===== src/rtl/edge_arb_pkg.sv =====
// Shared encodings and the round-robin pick helper for edge_event_arbiter.
package edge_arb_pkg;

    localparam logic [1:0] MODE_OFF  = 2'b00;
    localparam logic [1:0] MODE_RISE = 2'b01;
    localparam logic [1:0] MODE_FALL = 2'b10;
    localparam logic [1:0] MODE_BOTH = 2'b11;

    // Widest channel count rr_pick can search; callers zero-extend pend.
    localparam int MAX_CH = 32;

    // First set bit of pend at or after ptr, wrapping modulo n.
    function automatic int rr_pick(input logic [MAX_CH-1:0] pend, input int ptr, input int n);
        int   idx;
        logic found;
        rr_pick = 0;
        found   = 1'b0;
        for (int k = 0; k < MAX_CH; k++) begin
            idx = ptr + k;
            if (idx >= n) idx = idx - n;
            if (k < n && !found && pend[idx[4:0]]) begin
                rr_pick = idx;
                found   = 1'b1;
            end
        end
    endfunction

endpackage


===== src/rtl/edge_chan.sv =====
// One channel: optional level synchronizer, edge detect, mode gating and the
// single-entry pending event with sticky overflow. EDGE_ARB_SYNC_EN adds the synchronizer.
module edge_chan
    import edge_arb_pkg::*;
(
    input  logic       clk,
    input  logic       reset_n,
    input  logic       level,
    input  logic [1:0] mode,
    input  logic       armed,
    input  logic       grant,
    input  logic       ovf_clr,
    output logic       pend,
    output logic       pol,
    output logic       ovf
);

    logic level_s;
    logic prev;
    logic rise_q, fall_q, edge_q;

`ifdef EDGE_ARB_SYNC_EN
    logic [1:0] sync;
    always_ff @(posedge clk or negedge reset_n) begin
        if (!reset_n) sync <= '0;
        else          sync <= {sync[0], level};
    end
    assign level_s = sync[1];
`else
    assign level_s = level;
`endif

    assign rise_q = armed & level_s & ~prev & (mode == MODE_RISE || mode == MODE_BOTH);
    assign fall_q = armed & ~level_s & prev & (mode == MODE_FALL || mode == MODE_BOTH);
    assign edge_q = rise_q | fall_q;

    always_ff @(posedge clk or negedge reset_n) begin
        if (!reset_n) begin
            prev <= 1'b0;
            pend <= 1'b0;
            pol  <= 1'b0;
            ovf  <= 1'b0;
        end else begin
            prev <= level_s;
            // A grant frees the slot, so a coincident edge refills it without loss.
            if (grant) begin
                pend <= edge_q;
                if (edge_q) pol <= rise_q;
            end else if (edge_q && !pend) begin
                pend <= 1'b1;
                pol  <= rise_q;
            end
            if (ovf_clr)                       ovf <= 1'b0;
            else if (edge_q && pend && !grant) ovf <= 1'b1;
        end
    end

endmodule


===== src/rtl/edge_event_arbiter.sv =====
// Multi-channel edge-event scheduler with round-robin output arbitration.
// Define EDGE_ARB_SYNC_EN to synchronize level inputs (2 flops) before detection.
module edge_event_arbiter
    import edge_arb_pkg::*;
#(
    parameter  int N_CH = 4,
    localparam int CH_W = $clog2(N_CH)
) (
    input  logic              clk,
    input  logic              reset_n,
    input  logic [N_CH-1:0]   level,
    input  logic [2*N_CH-1:0] mode,
    output logic              evt_valid,
    input  logic              evt_ready,
    output logic [CH_W-1:0]   evt_ch,
    output logic              evt_rise,
    output logic [N_CH-1:0]   ovf,
    input  logic              ovf_clr
);

`ifdef EDGE_ARB_SYNC_EN
    localparam logic [1:0] ARM_CYC = 2'd3;
`else
    localparam logic [1:0] ARM_CYC = 2'd1;
`endif

    logic [1:0]        arm_cnt;
    logic              armed;
    logic [N_CH-1:0]   pend, pol, grant;
    logic [MAX_CH-1:0] pend_ext;
    logic [CH_W-1:0]   rr_ptr, winner;
    logic              load;

    // Detection stays off until prev (and any synchronizer) holds real samples.
    assign armed = (arm_cnt == ARM_CYC);
    always_ff @(posedge clk or negedge reset_n) begin
        if (!reset_n)    arm_cnt <= '0;
        else if (!armed) arm_cnt <= arm_cnt + 2'd1;
    end

    for (genvar i = 0; i < N_CH; i++) begin : g_ch
        edge_chan u_chan (
            .clk     (clk),
            .reset_n (reset_n),
            .level   (level[i]),
            .mode    (mode[2*i+1:2*i]),
            .armed   (armed),
            .grant   (grant[i]),
            .ovf_clr (ovf_clr),
            .pend    (pend[i]),
            .pol     (pol[i]),
            .ovf     (ovf[i])
        );
    end

    assign pend_ext = MAX_CH'(pend);
    assign winner   = CH_W'(rr_pick(pend_ext, int'(rr_ptr), N_CH));
    assign load     = (~evt_valid | evt_ready) & (|pend);

    always_comb begin
        grant = '0;
        if (load) grant[winner] = 1'b1;
    end

    always_ff @(posedge clk or negedge reset_n) begin
        if (!reset_n) begin
            evt_valid <= 1'b0;
            evt_ch    <= '0;
            evt_rise  <= 1'b0;
            rr_ptr    <= '0;
        end else if (load) begin
            evt_valid <= 1'b1;
            evt_ch    <= winner;
            evt_rise  <= pol[winner];
            rr_ptr    <= (winner == CH_W'(N_CH - 1)) ? '0 : winner + 1'b1;
        end else if (evt_ready) begin
            evt_valid <= 1'b0;
        end
    end

endmodule


===== config.mk =====
export PLATFORM = sky130hd
export DESIGN_NAME = edge_event_arbiter
export DESIGN_NICKNAME = d
export VERILOG_FILES = /design/src/rtl/edge_arb_pkg.sv /design/src/rtl/edge_chan.sv /design/src/rtl/edge_event_arbiter.sv
export SDC_FILE = /design/constraint.sdc
export NUM_CORES = 1
export LEC_CHECK = 0
export ABC_AREA = 0
export CORE_MARGIN = 4
export CORE_UTILIZATION = 49
export DETAILED_ROUTE_END_ITERATION = 12
export DONT_BUFFER_PORTS = 1
export PLACE_DENSITY = 0.69
export SLEW_MARGIN = 40
export SYNTH_ARGS = -nofsm -noshare
export SYNTH_HDL_FRONTEND = slang
export SYNTH_SLANG_ARGS = --single-unit

===== constraint.sdc =====
create_clock -name clk -period 6.2 [get_ports clk]
set_clock_uncertainty 0.2 [all_clocks]
set_input_delay 1.24 -clock clk [delete_from_list [all_inputs] [get_ports clk]]
set_output_delay 1.24 -clock clk [all_outputs]
set_load 0.01 [all_outputs]

==> summary.md <==
| Metric | Value |
|---|---|
| CP Capture Type | flop |
| Gate Count Post-Synth | 130 |
| Grt met2 use | ~24% |
| Fin. Hold Viols | 0 |
| Max_slew headroom | approximately three fifths |
| Arrival time at the worst endpoint | ~3.2 ns |
| Num CTS Buffers | 3 |
| Most frequent cells in the layout | 24 x dfrtp_1, 14 x nor2_1, 11 x nand2_1, 8 x o21ai_0 |
| Placed Cells | roughly 160 |
| Routed vias/inst | 5.943 |
| Req. time, crit path | 6.21 ns |
| Via count | 945 |
| Crit Path Class | flop to flop |
| Clock latency on the worst-skew pair | approximately 0.31 ns |
| Largest net degree at the start of global routing | 25 |
| Syn nets | 151 |
| Cell variety after synth | 38 |
| Post-CTS Setup Bufs | 0 |
| Largest family of logic cells by synthesized area | compound AO/OA/AOI/OAI gates |
| CTS root buffer | clkbuf_4 |
| CP startpoint kind | flop |
| Synth Area in Simple Gates | between 10% and 20% |
| CTS Hold Bufs | 0 |
| Initial antenna violation count | 0 |
| Sequential share of the synthesized area | 43.44% |
| Final non-filler cell total | roughly 160 |
| Mux cell area share after synthesis | between 8 and 9% |
| Max Freq | 0.3100 GHz |
| Tightest Pin Transition | roughly 0.59 ns |
| CTS tree | done |
| Post-Syn Area per Cell | 10.64 um^2 |
| Synthesized flop and latch total | 24 |
| Max-slew violations | 0 |
| Die Area | roughly 0.0037 mm^2 |
| Yosys top cell area share | between 40% and 50% |
| Num Clock Sinks | 24 |
| RePlAce Congestion | 0.7601 |
| # port buffers | 0 |
| Final WL | between 2000 and 2500 um |
| CTS Buffer Depth | 2 |
| Die Span Y | between 60 and 70 um |
| Gr busiest metal | met2 |
| First-pass GRT wire length | approximately 4100 um |
| 1st-pass router iterations | 4 |
| Wirelength per Cell | ~15 um |
| All-Layer GR Usage | about 15% |
| Area share of fa/ha/maj cells after synthesis | under 10% |
| Leakage | 0.6314 nW |
| Max Cap Viol | 0 |
| Final period utilization | a little over half |
| Initial Utilization | a little over 50% |
| Worst min path class | flop to flop |
| CP Max Fanout | 13 |
| Vias in the first global route | between 900 and 1000 |
| Met1 Usage GRT | a little under a fifth |
| Post-Synth XOR/XNOR Area | 1.267% |
| Status | finished clean |
| IO Count | 24 |
| Post-synthesis instance area | between 0.001 and 0.0015 mm^2 |
| CTS resizes | 0 |
| HPWL Detailed | around 1900 um |
| Antenna Nets Post-Route | 0 |
| Setup TNS | 0 ns |
| # DRC | 0 |
| Min Tclk post-route | 3.225 ns |
| Initial drt markers | 38 |
| Power Density | around 560 mW/mm^2 |
| Share of layout cells above drive strength 1 | between 10% and 20% |
| RSZ-0062 raised after global routing | false |
| Synth area leader | dfrtp_1 |
| Synth Warn # | 0 |
| Synth top area cells | dfrtp_1 43%, ha_1 4.5%, mux2i_1 4.3% |
| Die width | approximately 61 um |
| Fin nets | 150 |
| Complex-gate fraction of the synthesized area | slightly below 20% |
| Met3 Track Usage GR | 3.564% |
| Clock transition at the registers of the reported paths | between 0.1 and 0.15 ns |
| Maximum vdd ir drop | 0.0003816 V |
| Core Region | ~0.0027 mm^2 |
| Diodes inserted | 0 |
| Max H-tree Level | 1 |
| Placement Rows | 19 |
| Synthesis-to-finish area growth | 1.629% |
| Final setup violation count | 0 |
| Most common cell after layout, fill and taps aside | dfrtp_1 |
| Global route overflow | 0 |
## routing by layer
metal	wire length [um]	vias up
met1	1045	453
met5	0	-
met2	1226	19
li1	-	466
met4	56	0
met3	94	7
## stage by stage
step	setup slack, ns	hold slack, ns	utilization (%)	total power, mW	instance area (um^2)
after global routing	2.792	0.3183	51.40	0.8642	1405
after CTS	2.957	0.3104	51.40	0.8004	1405
after global placement	3.062	0.2664	50.07	0.7073	1369
final	2.975	0.3040	51.40	0.7936	1405
after floorplan	3.346	0.2518	-	0.6497	1383
after detailed placement	2.987	0.2891	50.07	0.7184	1369
## cell families (layout without fill, tap and decap cells)
group | Yosys count | after routing
AOI/OAI and AO/OA | 35 | 35
xor gates and xnor gates | 2 | 2
adders and majority gates | 5 | 5
buffers and inverters | 12 | 10
DFF | 24 | 24
muxes | 9 | 9
and+or+nand+nor | 43 | 43
## layout make-up
class                      instances  area (um^2)
inverter                           6        22.52
tap                               31        38.79
multi-input combinational         94        706.9
sequential                        24        600.6
clock buffer                       4        36.28
fill                             245         1329
## critical path, stage by stage, from the launching register on
cell	delay (ns)
dfrtp_1	0.67
inv_1	0.10
ha_1	0.34
or3_1	0.47
and4_4	0.22
or3_4	0.38
a21bo_1	0.23
o21ai_2	0.18
nand3_1	0.11
a32o_1	0.23
## Yosys cell counts
library cell and count:
xnor2_1 2, mux4_1 2, and2b_2 1, a32o_1 4, buf_4 4, o22a_2 1
dfrtp_1 24, a21o_1 1, and4_4 1, a211oi_2 1, buf_6 2, and4b_2 1
nor2_1 14, a21oi_1 3, o22ai_1 2, or3b_4 1, and2_2 1, nand3_1 5
and3b_1 3, ha_1 5, nor4_1 1, or3_4 1, o21ai_2 4, o21ba_2 4
mux2i_1 6, nand2_1 11, a21bo_2 1, o21a_1 1, a31oi_1 2, nand3b_1 1
a21bo_1 1, mux2_2 1, and2_1 1, inv_1 6, a221oi_1 1, or3_1 1
a31o_2 1, o21ai_0 8
## report_power, final
part	total, mW	switching, mW	internal (mW)
registers	0.277	0.0709	0.207
logic	0.437	0.219	0.218
clock network	0.0793	0.0434	0.0359
## path summary, 6_finish.rpt
| check | startpoint | depth (start not counted) | slack, ns | end |
|---|---|---|---|---|
| hold / removal | arm_cnt[0] | 1 | 0.30 | arm_cnt[0] |
| max in group asynchronous | reset_n | 0 | 5.32 | evt_ch[1] |
| hold reg to reg | arm_cnt[0] | 1 | 0.30 | arm_cnt[0] |
| min in group asynchronous | reset_n | 0 | 0.41 | arm_cnt[1] |
| setup / recovery | rr_ptr[0] | 9 | 2.97 | g_ch[0].u_chan.pol |
| setup reg to reg | rr_ptr[0] | 9 | 2.97 | g_ch[0].u_chan.pol |
## registers in the layout (all words and copies together), names as in the netlist
signal and cells:
evt_ch 2, g_ch.u_chan.pend 4, rr_ptr 2, evt_valid 1
arm_cnt 2, g_ch.u_chan.pol 4, g_ch.u_chan.ovf 4, g_ch.u_chan.prev 4
evt_rise 1
(Power assumes the default switching activity.)
